File: src/rtl/mem_cmd_initiator.sv
// mem_cmd_initiator: serialises one client request onto the 10-bit memory command bus
module mem_cmd_initiator #(
  parameter logic [1:0] DEST_ID = 2'b01,
  parameter logic [1:0] SRC_ID = 2'b10,
  parameter int TIMEOUT_CYCLES = 1023
) (
  input  logic        clk,
  input  logic        rst,
  input  logic [9:0]  in_bus,
  output logic [9:0]  out_bus,
  input  logic        req_valid,
  output logic        req_ready,
  input  logic [1:0]  req_opcode,
  input  logic [23:0] req_addr,
  input  logic [7:0]  req_len,
  input  logic        wr_data_valid,
  input  logic [7:0]  wr_data,
  output logic        wr_data_ready,
  output logic        rd_data_valid,
  output logic [7:0]  rd_data,
  input  logic        rd_data_ready,
  output logic        busy,
  output logic        done,
  output logic        err_timeout
);
  localparam int TW = $clog2(TIMEOUT_CYCLES + 1);
  typedef enum logic [3:0] {IDLE, HDR, ADDR2, ADDR1, ADDR0, LEN, WDATA, RDATA, DONE} state_t;
  state_t state;
  logic [1:0] op;
  logic [23:0] addr;
  logic [7:0] len, cnt;
  logic [TW-1:0] tmr;
  logic beat_ack, rd_take, waiting, tmr_hit;
  // beat completion, read capture and bus-wait detection; out_bus[8] high masks a just-taken read byte
  always_comb begin
    beat_ack = out_bus[9] & in_bus[8];
    rd_take = (state == RDATA) & ~out_bus[8] & in_bus[9] & rd_data_ready;
    waiting = (out_bus[9] & ~in_bus[8]) | ((state == RDATA) & ~out_bus[8] & ~in_bus[9]);
    tmr_hit = waiting & (tmr == TW'(TIMEOUT_CYCLES - 1));
  end
  // transaction sequencer with registered outputs; out_bus doubles as the write holding register
  always_ff @(posedge clk or posedge rst)
    if (rst) begin
      state <= IDLE;
      out_bus <= '0;
      req_ready <= 1'b1;
      wr_data_ready <= 1'b0;
      rd_data_valid <= 1'b0;
      rd_data <= '0;
      busy <= 1'b0;
      done <= 1'b0;
      err_timeout <= 1'b0;
      op <= '0;
      addr <= '0;
      len <= '0;
      cnt <= '0;
      tmr <= '0;
    end else begin
      done <= 1'b0;
      err_timeout <= 1'b0;
      rd_data_valid <= 1'b0;
      tmr <= (beat_ack | rd_take) ? '0 : waiting ? tmr + 1'b1 : tmr;
      if (tmr_hit) begin
        state <= IDLE;
        out_bus <= '0;
        req_ready <= 1'b1;
        busy <= 1'b0;
        wr_data_ready <= 1'b0;
        err_timeout <= 1'b1;
        tmr <= '0;
      end else
        case (state)
          IDLE:
            if (req_valid & req_ready) begin
              op <= req_opcode;
              addr <= req_addr;
              len <= req_len;
              req_ready <= 1'b0;
              busy <= 1'b1;
              out_bus <= {2'b10, DEST_ID, req_opcode, SRC_ID, 2'b00};
              state <= HDR;
            end
          HDR:
            if (beat_ack) begin
              out_bus <= {2'b10, addr[23:16]};
              state <= ADDR2;
            end
          ADDR2:
            if (beat_ack) begin
              out_bus <= {2'b10, addr[15:8]};
              state <= ADDR1;
            end
          ADDR1:
            if (beat_ack) begin
              out_bus <= {2'b10, addr[7:0]};
              state <= ADDR0;
            end
          ADDR0:
            if (beat_ack) begin
              out_bus <= op[1] ? '0 : {2'b10, len};
              state <= op[1] ? DONE : LEN;
            end
          LEN:
            if (beat_ack) begin
              out_bus <= '0;
              cnt <= len;
              wr_data_ready <= op[0];
              state <= op[0] ? WDATA : RDATA;
            end
          WDATA:
            if (wr_data_ready & wr_data_valid) begin
              out_bus <= {2'b10, wr_data};
              wr_data_ready <= 1'b0;
            end else if (beat_ack) begin
              out_bus <= '0;
              cnt <= cnt - 8'd1;
              wr_data_ready <= cnt != 8'd0;
              state <= cnt == 8'd0 ? DONE : WDATA;
            end
          RDATA:
            if (rd_take) begin
              out_bus <= 10'h100;
              rd_data <= in_bus[7:0];
              rd_data_valid <= 1'b1;
              cnt <= cnt - 8'd1;
              state <= cnt == 8'd0 ? DONE : RDATA;
            end else
              out_bus <= '0;
          DONE: begin
            out_bus <= '0;
            busy <= 1'b0;
            req_ready <= 1'b1;
            done <= 1'b1;
            state <= IDLE;
          end
          default: state <= IDLE;
        endcase
    end
endmodule
File: config.mk
export PLATFORM = sky130hd
export DESIGN_NAME = mem_cmd_initiator
export DESIGN_NICKNAME = d
export VERILOG_FILES = /design/src/rtl/mem_cmd_initiator.sv
export SDC_FILE = /design/constraint.sdc
export NUM_CORES = 1
export LEC_CHECK = 0
export ABC_CLOCK_PERIOD_IN_PS = 5880
export BUFFER_PORTS_ARGS = -buffer_cell sky130_fd_sc_hd__buf_2
export CORE_MARGIN = 2
export CORE_UTILIZATION = 55
export CTS_CLUSTER_SIZE = 30
export DETAILED_ROUTE_END_ITERATION = 6
export GPL_ROUTABILITY_DRIVEN = 0
export GPL_TIMING_DRIVEN = 1
export MAX_ROUTING_LAYER = met4
export PLACE_DENSITY = 0.8
export SETUP_SLACK_MARGIN = 0.02
export SLEW_MARGIN = 20
export SYNTH_ARGS = -nofsm -noshare
export SYNTH_HDL_FRONTEND = slang
export SYNTH_SLANG_ARGS = --single-unit
File: constraint.sdc
create_clock -name clk -period 5.88 [get_ports clk]
set_input_delay 0.588 -clock clk [delete_from_list [all_inputs] [get_ports clk]]
set_output_delay 0.588 -clock clk [all_outputs]
set_load 0.05 [all_outputs]
Word-level counts from Yosys, hierarchy flattened. Index checks and enable logic that the tools add are counted. W data, S select, Z words.

Flip-flop bits (word level): 80. Memories kept: 0. Bits in writable memories: 0. Bits in latches: 0. Input bits: 57. Memory bits (read-only): 0. Logic and storage cells: 120.

Div/mod/pow operators: 0. Add/sub/neg operators: 2. $lt $le $gt $ge: 0. Multiply operators: 0. Shift operators: 0. Reductions and logical operators: 15. Muxes and demuxes: 51. Bitwise operators: 15. Equality and inequality tests: 23.

Operator list (count): $mux W10 (12); $pmux W10 S9 (1); $mux W4 (13); $mux W8 (4); $pmux W4 S8 (1); $ne A3 B3 Y1 const B (9); $pmux W8 S3 (1); $eq A4 B3 Y1 const B (4); $mux W1 (15); $reduce_and A6 Y1 (2); $reduce_bool A3 Y1 (4); $add A10 B1 Y10 const B (1); $eq A10 B10 Y1 const B (1); $reduce_bool A10 Y1 (1); $and A1 B1 Y1 (9); $mux W9 (1); $reduce_and A3 Y1 (3); $reduce_and A9 Y1 (1); $eq A4 B2 Y1 const B (2); $logic_not A8 Y1 (1); $ne A2 B2 Y1 const B (4); $reduce_bool A8 Y1 (1); $sub A8 B1 Y8 const B (1); $pmux W1 S2 (3); 7 further kinds (11).

Logic depth before layout (Yosys ltp). Gate-level depths: netlist of the first run.

Depth after elaboration: 7. Depth in mapped cells: 8.

Worst setup path before layout of the first run. OpenSTA, ideal clock, no wires.

Path kind: register to register. Start point: register out_bus[9]. End point: register addr[0]. Period minus slack after synthesis: 2.121 ns. Stages on the path, launching flop included: 8. Arrival: 1.994 ns. Slack: 3.759 ns. Buffers on the path: 1. Cells stage by stage: dfrtp_1 > nand2b_1 > o41ai_4 > nand3_4 > clkinv_2 > nor3_4 > buf_6 > mux2_1.

Cells in the longest elaborated chain, start to end: 5.

Ends and longest elaborated chain: start: declaration (RTL line 10) `output logic [9:0] out_bus,`; start signal: assignment (RTL line 80) `out_bus <= {2'b10, DEST_ID, req_opcode, SRC_ID, 2'b00};`; start signal: assignment (RTL line 85) `out_bus <= {2'b10, addr[23:16]};`; start signal: assignment (RTL line 90) `out_bus <= {2'b10, addr[15:8]};`; $and A1 B1 Y1 (RTL line 38) `waiting = (out_bus[9] & ~in_bus[8]) | ((state == RDATA) & ~out_bus[8] & ~in_bus[9]);`; $or A1 B1 Y1 (RTL line 38); $and A1 B1 Y1 (RTL line 39) `tmr_hit = waiting & (tmr == TW'(TIMEOUT_CYCLES - 1));`; named net tmr_hit (RTL line 33) `logic beat_ack, rd_take, waiting, tmr_hit;`; $not A1 Y1 (no line); $reduce_and A3 Y1 (no line); end signal: assignment (RTL line 76) `addr <= req_addr;`; end: declaration (RTL line 30) `logic [23:0] addr;`.

The timed path passes the listed nets, and every way through them passes these cells. A chain may end at the register's enable or synchronous reset.

Worst setup path in the final report of the first run.
Start point: register state[0]. End point: register len[7].

Cells in the longest elaborated chain, start to end: 7. Elaborated cells on any way between the ends: 8. Classes of those cells: eq/ne: 1; bitwise: 5; reduce/logical: 2.

Ends and longest elaborated chain: start: declaration (RTL line 28) `state_t state;`; start signal: assignment (RTL line 101) `state <= op[1] ? DONE : LEN;`; start signal: assignment (RTL line 108) `state <= op[0] ? WDATA : RDATA;`; start signal: assignment (RTL line 118) `state <= cnt == 8'd0 ? DONE : WDATA;`; $eq A4 B3 Y1 (RTL line 38); $and A1 B1 Y1 (2 in series) (RTL line 38); $or A1 B1 Y1 (RTL line 38); $and A1 B1 Y1 (RTL line 39); named net tmr_hit (RTL line 33); $not A1 Y1 (no line); $reduce_and A3 Y1 (no line); end signal: assignment (RTL line 77) `len <= req_len;`; end: declaration (RTL line 31) `logic [7:0] len, cnt;`.

The timed path passes the listed nets, and every way through them passes these cells.

==> results of run 1 <==
[layout make-up]
cell class / count / area (um^2) / share of cell area [%]
multi-input cells: 264 / 2020 / 41.9
flip-flops and latches: 80 / 2000 / 41.5
repair buffers: 83 / 423 / 8.76
clock buffers: 9 / 124 / 2.57
well taps: 99 / 124 / 2.57
clock inverters: 7 / 78.8 / 1.63
inverters: 13 / 51.3 / 1.06
[final timing paths]
| check | depth (start not counted) | slack, ns | start | end |
|---|---|---|---|---|
| setup / recovery | 7 | 2.95 | state[0] | len[7] |
| hold / removal | 2 | 0.43 | req_addr[9] | addr[9] |
| setup reg to reg | 7 | 2.95 | state[0] | len[7] |
| hold reg to reg | 1 | 0.49 | addr[16] | addr[16] |
| max in group asynchronous | 3 | 4.73 | rst | len[0] |
| min in group asynchronous | 3 | 0.54 | rst | busy |
[cell families after synthesis]
kind of cell | share of synthesized area, %
adder cells (fa/ha/maj) | 0.899
XOR/XNOR | 1.89
AND/OR/NAND/NOR | 15.6
flip-flops | 47.9
multiplexers | 13.5
AO/OA/AOI/OAI | 16.5
buffers and inverters | 3.59
[sequential cells by signal (all words and copies together) (netlist names)]
register / flops
addr: 24
out_bus: 10
tmr: 10
cnt: 8
len: 8
rd_data: 8
state: 4
op: 2
busy: 1
done: 1
err_timeout: 1
rd_data_valid: 1
req_ready: 1
wr_data_ready: 1
[cell usage after synthesis (6+ instances only)]
master / number / area [um^2]
sky130_fd_sc_hd__a21oi_1: 14 / 70.1
sky130_fd_sc_hd__a22oi_1: 8 / 60.1
sky130_fd_sc_hd__a32o_1: 9 / 90.1
sky130_fd_sc_hd__and2_1: 6 / 37.5
sky130_fd_sc_hd__dfrtp_1: 79 / 1980
sky130_fd_sc_hd__inv_1: 12 / 45.0
sky130_fd_sc_hd__mux2_1: 31 / 349
sky130_fd_sc_hd__mux2_2: 13 / 146
sky130_fd_sc_hd__mux2i_1: 7 / 70.1
sky130_fd_sc_hd__nand2_1: 19 / 71.3
sky130_fd_sc_hd__nand3_1: 8 / 40.0
sky130_fd_sc_hd__nand4_1: 6 / 37.5
sky130_fd_sc_hd__nor2_1: 25 / 93.8
sky130_fd_sc_hd__nor2b_1: 7 / 43.8
sky130_fd_sc_hd__nor3_1: 9 / 45.0
sky130_fd_sc_hd__o21ai_0: 15 / 75.1
sky130_fd_sc_hd__o2bb2ai_1: 8 / 70.1
sky130_fd_sc_hd__xor2_1: 6 / 52.6
[power groups by stage]
stage                     Combinational [mW]  Sequential (mW)  Clock [mW]
after floorplan                        0.729             1.05           0
after global placement                  1.05            0.942           0
after detailed placement                1.09            0.950           0
after CTS                               1.10            0.941       0.418
after global routing                    1.21            0.975       0.441
final                                   1.10            0.946       0.413
[critical path, delay by kind of cell, from the launching register on]
family | cells | cell delay [ns]
mux | 1 | 0.37
simple gates | 2 | 0.31
flops | 1 | 0.80
compound gates | 1 | 0.50
buf+inv | 3 | 0.82
[metal layers]
layer / global-route usage [%] / up-vias / routed length, um
met5: - / - / 0
met4: 9.22 / 0 / 233
met3: 5.98 / 24 / 600
met2: 40.1 / 128 / 4660
met1: 32.5 / 1663 / 4130
li1: - / 1556 / -
==> metrics.txt, run 1 <==
outcome=finished clean; CTS H-tree depth=3; peak per-stage delay on the critical path=0.80 ns; Initial Util=between 50% and 60%; final net count=~510; final core utilization=approximately two thirds; synthesized cell area=4180 um^2; total count of hold-check failures in the final report=0; number of setup buffers added after CTS=0; Gate Count Post-Synth=between 300 and 400; wire length after detailed routing=between 9000 and 10000 um; worst setup path category=flip-flop to flip-flop; sequential group share of total power=between 30% and 40%; part of the total power dissipated in the clock network=between 10% and 20%; cell internal power dissipation=approximately 1.4 mW; leakage=between 2 and 2.5 nW; cts hold-fix bufs=0; switching fraction of total power=between 40% and 50%; number of non-filler instances in the completed layout=around 560; Hold Slack=around 0.43 ns; arrival time of the worst setup path=~3.2 ns; area of the die=roughly 8300 um^2; unrepaired setup endpoints after global routing=false; Max Cap Viol=0; endpoint type of the worst setup path=flip-flop; Clock Root Buffer=sky130_fd_sc_hd__clkbuf_8; Worst setup SP type=flip-flop; number of unique standard cell types used by synthesis=66; average cell area after synthesis=about 11 um^2; die height=between 90 and 100 um; pre-CTS worst setup slack=roughly 3.0 ns; share of synthesized area occupied by flip-flops and latches=47.9%; critical-path cell list=inv_1, o41ai_4, nand3_4, clkinv_2, nor3_4, buf_4, mux2_1; number of DRC markers in iteration 0=between 200 and 250; number of search-and-repair iterations in the first detailed-routing pass=5; HPWL after detailed placement=about 6800 um; number of warnings issued by yosys=0; antenna diode count=0; routed length per instance=17.3 um; number of nets still failing antenna checks after routing=0; total placed instance area=~4600 um^2; achievable frequency=~0.34 GHz; number of resized instances in the post-cts repair step=0; combinational share of power=between 40% and 50%; worst voltage drop across the vdd grid=251 uV; flip-flop and latch count after synthesis=80; remaining routing DRC violations=0; Period minus WS final=between 2 and 3 ns; latest clock arrival within the worst-skew pair=roughly 0.37 ns; clock net sink count=80; net switching power figure=1.09 mW; number of slew-limit violations in the final report=0; commonest cells after routing, fill and taps aside=sky130_fd_sc_hd__buf_2, sky130_fd_sc_hd__dfrtp_1, sky130_fd_sc_hd__mux2_1, sky130_fd_sc_hd__nor2_1, sky130_fd_sc_hd__nand2_1; global-route usage over all layers=25.5%; post-route clock period utilization=49.8%; prevailing post-synth register cell=sky130_fd_sc_hd__dfrtp_1; Post-Place Cells=539; total design power=about 2.5 mW; asr flop ratio synth=100%; count of input and output buffers=80; average vias per placed instance=6.07; largest net degree at the start of global routing=81; number of placement rows=31; synthesized net count=433; Hold WC Path Type=primary input to flip-flop; Clock Pin Slew Worst Setup and Hold Paths=around 0.090 ns; post-synthesis to final-layout area growth=15.6%; total of endpoints with negative setup slack in the final report=0; count of fill cells added during filler insertion=roughly 600; setup total negative slack=0 ns; maximum clock insertion buffer count=2; Ports=81; antenna violations before repair=0; Max FO, Critical Path=34; Power Dens Cells=~510 nW/um^2; relative slew slack=roughly a third; Slowest-stage cell, CP=sky130_fd_sc_hd__dfrtp_1; maximum clock skew at final layout=about 0.017 ns; Core Region=around 7300 um^2; via count=roughly 3.4k; wire length of the first global-routing pass=16300 um; ratio of cells with drive above 1 in the final layout=between 20% and 30%; slew at the pin closest to its max-slew limit=about 1 ns; Non-Filler Cell Area, Final=around 4800 um^2; leading cell type in the layout, fill and taps excluded=sky130_fd_sc_hd__buf_2; number of global-route vias before repair=~3.4k; global route overflow=0; Post-synth EDFFs=0; clock tree from TritonCTS=yes; setup ws final=a little under 3 ns; clock buffers created by TritonCTS=9; data required time at the worst endpoint=6.12 ns; die outline width=roughly 91 um
Note: power is estimated with default switching activity, not from simulation.
==> run 2, diff against run 1 <==
--- a/config.mk
+++ b/config.mk
@@ -5,7 +5,8 @@
 export SDC_FILE = /design/constraint.sdc
 export NUM_CORES = 1
 export LEC_CHECK = 0
-export ABC_CLOCK_PERIOD_IN_PS = 5880
+export ABC_AREA = 1
+export ABC_CLOCK_PERIOD_IN_PS = 2850
 export BUFFER_PORTS_ARGS = -buffer_cell sky130_fd_sc_hd__buf_2
 export CORE_MARGIN = 2
 export CORE_UTILIZATION = 55
==> constraint.sdc (replaced) <==
create_clock -name clk -period 2.85 [get_ports clk]
set_input_delay 0.285 -clock clk [delete_from_list [all_inputs] [get_ports clk]]
set_output_delay 0.285 -clock clk [all_outputs]
set_load 0.05 [all_outputs]
==> run 2 against run 1 <==
Net effect:
- register-to-register slack got worse by 2.6 ns
- critical endpoint is now op[0]
- synthesized cell count rose by 62%
- synthesized area up 6.2%
- highest routed layer unchanged
- combinational power decreased by 93%
- global-route usage is 1.3 points higher
- largest cell class unchanged
- total power shrank 17%
- clock power grew 100%
- sequential share of layout area shrank 2.2 points
- core utilization fell by 0.59 points
==> metrics.txt, run 2 <==
global-route usage over all layers=26.8%; clock net sink count=80; largest cells by area after synthesis=sky130_fd_sc_hd__dfrtp_1, sky130_fd_sc_hd__nand2_1, sky130_fd_sc_hd__inv_1; synthesized net count=around 670; latest clock arrival within the worst-skew pair=around 0.36 ns; worst voltage drop across the vdd grid=about 360 uV; Hold WC Path Type=primary input to async pin; area of the die=around 8800 um^2; CTS H-tree depth=3; number of placement rows=32; average cell area after synthesis=between 7 and 8 um^2; routed length per instance=13.4 um; prevailing post-synth register cell=sky130_fd_sc_hd__dfrtp_1; wl on met1=about 4800 um; achievable frequency=about 0.40 GHz; global route overflow=0; endpoint type of the worst setup path=flip-flop; Worst setup SP type=flip-flop; data required time at the worst endpoint=slightly above 3 ns; Clock Pin Slew Worst Setup and Hold Paths=0.08 ns; number of DRC markers in iteration 0=between 300 and 400; remaining routing DRC violations=0; Gate Count Post-Synth=about 610; worst setup path category=flip-flop to flip-flop; wire length after detailed routing=10600 um; maximum clock insertion buffer count=2; number of nets still failing antenna checks after routing=0; most instantiated library cell after synthesis=sky130_fd_sc_hd__nand2_1; slew at the pin closest to its max-slew limit=around 0.80 ns; average vias per placed instance=between 5 and 6; number of slew-limit violations in the final report=0; Clock Root Buffer=sky130_fd_sc_hd__clkbuf_8; DR WL met2=between 5000 and 6000 um; flip-flop count of the largest register after layout=24; leakage=around 2.8 nW; count of fill cells added during filler insertion=around 700; Hold Slack=about 0.020 ns; synthesized cell area=around 4400 um^2; cell taking the most area after synthesis=sky130_fd_sc_hd__dfrtp_1; asr flop ratio synth=100%; post-synthesis to final-layout area growth=14.9%; commonest cells after routing, fill and taps aside=sky130_fd_sc_hd__nand2_1, sky130_fd_sc_hd__buf_2, sky130_fd_sc_hd__dfrtp_1, sky130_fd_sc_hd__inv_1, sky130_fd_sc_hd__o21ai_0; Core Region=7770 um^2; Detail Route met3 WL=around 500 um; antenna diode count=0; die height=roughly 94 um; number of global-route vias before repair=4034; relative slew slack=a little under half; unrepaired setup endpoints after global routing=false; area share of the largest cell type after synthesis=between 40% and 50%; arrival time of the worst setup path=roughly 2.8 ns; Post-Place Cells=between 700 and 800; largest net degree at the start of global routing=around 70; via count=~4.2k; number of resized instances in the post-cts repair step=0; Initial Util=57.1%; commonest cells in the synthesized netlist=sky130_fd_sc_hd__nand2_1, sky130_fd_sc_hd__dfrtp_1, sky130_fd_sc_hd__inv_1, sky130_fd_sc_hd__o21ai_0, sky130_fd_sc_hd__nor2_1; setup total negative slack=0 ns; ratio of cells with drive above 1 in the final layout=18.0%; Post-synth EDFFs=0; final net count=roughly 750; antenna violations before repair=0; total of endpoints with negative setup slack in the final report=0; Top Registers=addr (24), out_bus (10), tmr (10); cts hold-fix bufs=0; leading cell type in the layout, fill and taps excluded=sky130_fd_sc_hd__nand2_1; count of input and output buffers=80; flip-flop and latch count after synthesis=80; total count of hold-check failures in the final report=0; clock tree from TritonCTS=yes; outcome=finished clean; Period minus WS final=about 2.5 ns; HPWL after detailed placement=7680 um; share of synthesized area occupied by flip-flops and latches=between 40 and 50%; top routing layer in use=met4; clock buffers created by TritonCTS=9; number of unique standard cell types used by synthesis=37; post-route clock period utilization=around nine tenths; Most flops, register=addr; number of warnings issued by yosys=0; Power Dens Cells=~400 nW/um^2; Ports=81; number of setup buffers added after CTS=0; Max Cap Viol=0; number of search-and-repair iterations in the first detailed-routing pass=5; die outline width=about 94 um; number of non-filler instances in the completed layout=slightly below 800; worst-case reg-to-reg path depth=9; maximum clock skew at final layout=around 0.015 ns; Max FO, Critical Path=35; wire length of the first global-routing pass=around 18000 um
## run 2: layout make-up
| type | instances | area [um^2] | area share (%) |
|---|---|---|---|
| sequential | 80 | 2000 | 39.3 |
| multi-input combinational | 431 | 2050 | 40.2 |
| clock inverter | 5 | 57.6 | 1.13 |
| inverter | 82 | 309 | 6.06 |
| tap | 102 | 128 | 2.50 |
| timing repair buffer | 82 | 415 | 8.15 |
| clock buffer | 10 | 138 | 2.70 |
## run 2: critical path, stage by stage, from the launching register on
cell,delay [ns]
sky130_fd_sc_hd__dfrtp_1,0.44
sky130_fd_sc_hd__inv_1,0.07
sky130_fd_sc_hd__ha_1,0.21
sky130_fd_sc_hd__inv_1,0.05
sky130_fd_sc_hd__nor2_1,0.04
sky130_fd_sc_hd__nand2_1,0.06
sky130_fd_sc_hd__nor2_1,0.04
sky130_fd_sc_hd__nand2_2,0.38
sky130_fd_sc_hd__nand4_2,0.73
sky130_fd_sc_hd__o21ai_0,0.39
## run 2: path summary, 6_finish.rpt
check | startpoint | endpoint | slack [ns]
max | tmr[0] | op[0] | 0.34
min | rst | out_bus[2] | 0.02
max reg2reg | tmr[0] | op[0] | 0.34
min reg2reg | rd_data[4] | rd_data[4] | 0.48
max in group asynchronous | rst | addr[12] | 2.09
min in group clk | in_bus[2] | rd_data[2] | 0.12
## run 2: power breakdown
part           switching (mW)  internal, mW
sequential                  0          1.13
combinational          0.0423        0.0323
clock                   0.413         0.422
## run 2: cells by family (layout without fill, tap and decap cells)
family | count (synthesis) | after routing | share of synthesized area, %
and+or+nand+nor | 322 | 323 | 31.2
buffers and inverters | 96 | 179 | 9.02
AOI/OAI and AO/OA | 91 | 91 | 10.9
DFF | 80 | 80 | 45.1
xor gates and xnor gates | 9 | 9 | 1.78
muxes | 5 | 5 | 1.13
adders and majority gates | 3 | 3 | 0.846
## run 2: routing by layer
layer / track usage (%) / vias to the layer above
met5: - / -
met4: 9.78 / 0
met3: 3.77 / 24
met2: 42.8 / 125
met1: 35.1 / 1944
li1: - / 2065
## run 2: through the flow
step | util, % | power, mW | worst slack [ns] | area (um^2)
6_report | 65.6 | 2.04 | 0.337 | 5100
5_1_grt | 65.6 | 2.12 | 0.138 | 5100
4_1_cts | 65.5 | 2.05 | 0.345 | 5080
3_5_place_dp | 63.0 | 1.23 | 0.396 | 4890
3_3_place_gp | 63.0 | 1.23 | 0.479 | 4890
2_1_floorplan | - | 1.18 | 0.515 | 4440
==> run 3, diff against run 2 <==
--- a/config.mk
+++ b/config.mk
@@ -5,7 +5,6 @@
 export SDC_FILE = /design/constraint.sdc
 export NUM_CORES = 1
 export LEC_CHECK = 0
-export ABC_AREA = 1
 export ABC_CLOCK_PERIOD_IN_PS = 2850
 export BUFFER_PORTS_ARGS = -buffer_cell sky130_fd_sc_hd__buf_2
 export CORE_MARGIN = 2
@@ -17,6 +16,7 @@
 export MAX_ROUTING_LAYER = met4
 export PLACE_DENSITY = 0.8
 export SETUP_SLACK_MARGIN = 0.02
+export SKIP_CTS_REPAIR_TIMING = 1
 export SLEW_MARGIN = 20
 export SYNTH_ARGS = -nofsm -noshare
 export SYNTH_HDL_FRONTEND = slang
==> run 3 against run 2 <==
Net effect:
- register-to-register slack better by 0.27 ns
- maximum frequency up 12%
- total power rose to 2.6 times the previous value
- clock skew down 0.0057 ns
- cell area down 3.3%
- largest cell class unchanged
==> metrics.txt, run 3 (same netlist as run 1, synthesis figures left out) <==
cell internal power dissipation=3.03 mW; maximum clock insertion buffer count=2; clock buffers created by TritonCTS=9; area of the die=8310 um^2; Max Cap Viol=0; final net count=around 520; count of input and output buffers=80; Post-Place Cells=550; total count of hold-check failures in the final report=0; Initial Util=a little under three fifths; setup slack, reg-to-reg=0.60 ns; setup total negative slack=0 ns; number of DRC markers in iteration 0=between 200 and 250; slew at the pin closest to its max-slew limit=0.716 ns; Hold Slack=~0.034 ns; M3 GR Usage=between 4 and 5%; Hold WC Path Type=primary input to async pin; Worst setup SP type=flip-flop; total design power=between 5 and 6 mW; final core utilization=67.6%; area of the multi-input gates=2020 um^2; Slowest-stage cell, CP=sky130_fd_sc_hd__dfrtp_1; Max FO, Critical Path=17; unrepaired setup endpoints after global routing=false; total placed instance area=around 4700 um^2; worst-case reg-to-reg path depth=8; relative slew slack=51.6%; Core Region=between 7000 and 8000 um^2; antenna violations before repair=0; launching point of the worst reg2reg path=tmr[0]; critical-path cell list=inv_1, ha_1, and4_1, nand3_4, clkinv_2, nor3_4, buf_4, mux2_2; endpoint of the most critical register-to-register path=addr[22]; arrival time of the worst setup path=2.48 ns; achievable frequency=about 0.44 GHz; wire length after detailed routing=around 9600 um; die height=roughly 91 um; latest clock arrival within the worst-skew pair=~0.34 ns; data required time at the worst endpoint=just over 3 ns; switching fraction of total power=around 42%; number of non-filler instances in the completed layout=roughly 570; clock net sink count=80; combinational share of power=a little under half; die outline width=around 91 um; flip-flop count of the largest register after layout=24; Top Registers=addr (24), out_bus (10), tmr (10); grt peak-use layer=met2; endpoint type of the worst setup path=flip-flop; number of slew-limit violations in the final report=0; number of search-and-repair iterations in the first detailed-routing pass=5; post-route clock period utilization=78.9%; largest net degree at the start of global routing=between 40 and 50; ratio of cells with drive above 1 in the final layout=29.8%; sequential group share of total power=between 30% and 40%; Period minus WS final=around 2.2 ns; routed length per instance=17.0 um; GR Util met1=roughly a third; part of the total power dissipated in the clock network=17.5%; post-synthesis to final-layout area growth=18.0%; antenna diode count=0; Ports=81; Reg area=between 2000 and 2500 um^2; number of global-route vias before repair=between 3k and 4k; Clock Pin Slew Worst Setup and Hold Paths=0.08 ns; outcome=finished clean; number of placement rows=31; CTS H-tree depth=3; commonest cells after routing, fill and taps aside=sky130_fd_sc_hd__buf_2, sky130_fd_sc_hd__dfrtp_1, sky130_fd_sc_hd__mux2_1, sky130_fd_sc_hd__nor2_1, sky130_fd_sc_hd__nand2_1; worst voltage drop across the vdd grid=about 470 uV; maximum clock skew at final layout=0.00929 ns; worst setup path category=flip-flop to flip-flop; via count=around 3.4k; leakage=~2.3 nW; average vias per placed instance=5.98; number of nets still failing antenna checks after routing=0; pre-CTS worst setup slack=~0.65 ns; remaining routing DRC violations=0; clock tree from TritonCTS=yes; Power Dens Cells=around 1100 nW/um^2; net switching power figure=roughly 2.2 mW; wire length of the first global-routing pass=about 16000 um; global route overflow=0; total of endpoints with negative setup slack in the final report=0; count of fill cells added during filler insertion=593; Most flops, register=addr; met2 Usage GRT=about two fifths; HPWL after detailed placement=7020 um; peak per-stage delay on the critical path=approximately 0.42 ns; setup ws final=roughly 0.6 ns; Clock Root Buffer=sky130_fd_sc_hd__clkbuf_8; Non-Filler Cell Area, Final=~4900 um^2; global-route usage over all layers=25.3%; leading cell type in the layout, fill and taps excluded=sky130_fd_sc_hd__buf_2
## run 3: layout make-up
class | count | area share, %
well taps | 99 | 2.51
repair buffers | 94 | 10.3
flip-flops and latches | 80 | 40.6
clock inverters | 3 | 1.32
multi-input cells | 264 | 41.1
inverters | 13 | 1.04
clock buffers | 12 | 3.15
## run 3: worst max-delay path: cells and delay by family, from the launching register on
kind	cells	cell delay, ns
flip-flops	1	0.42
AND/OR/NAND/NOR	3	0.55
buffers and inverters	3	0.57
adder cells (fa/ha/maj)	1	0.22
multiplexers	1	0.36
## run 3: worst max-delay path by stage
stage / from / to / slack, ns / cells past startpoint
after floorplan: rst / addr[0] / 0.51 / 1
after global placement: tmr[0] / addr[21] / 0.68 / 8
after detailed placement: tmr[0] / addr[3] / 0.65 / 8
after CTS: tmr[0] / addr[3] / 0.62 / 8
after global routing: tmr[0] / len[4] / 0.46 / 8
final: tmr[0] / addr[22] / 0.60 / 8
## run 3: layer usage
layer	wire, um	up-vias
li1	-	1575
met1	4200	1656
met2	4610	122
met3	543	28
met4	236	0
met5	0	-
## run 3: power by group through the flow
stage	combinational, mW	clock [mW]	sequential [mW]
floorplan	1.50	0	2.16
global placement	2.32	0	1.88
detailed placement	2.39	0	1.91
CTS	2.40	0.930	1.89
global route	2.62	0.982	1.95
finish	2.42	0.915	1.89
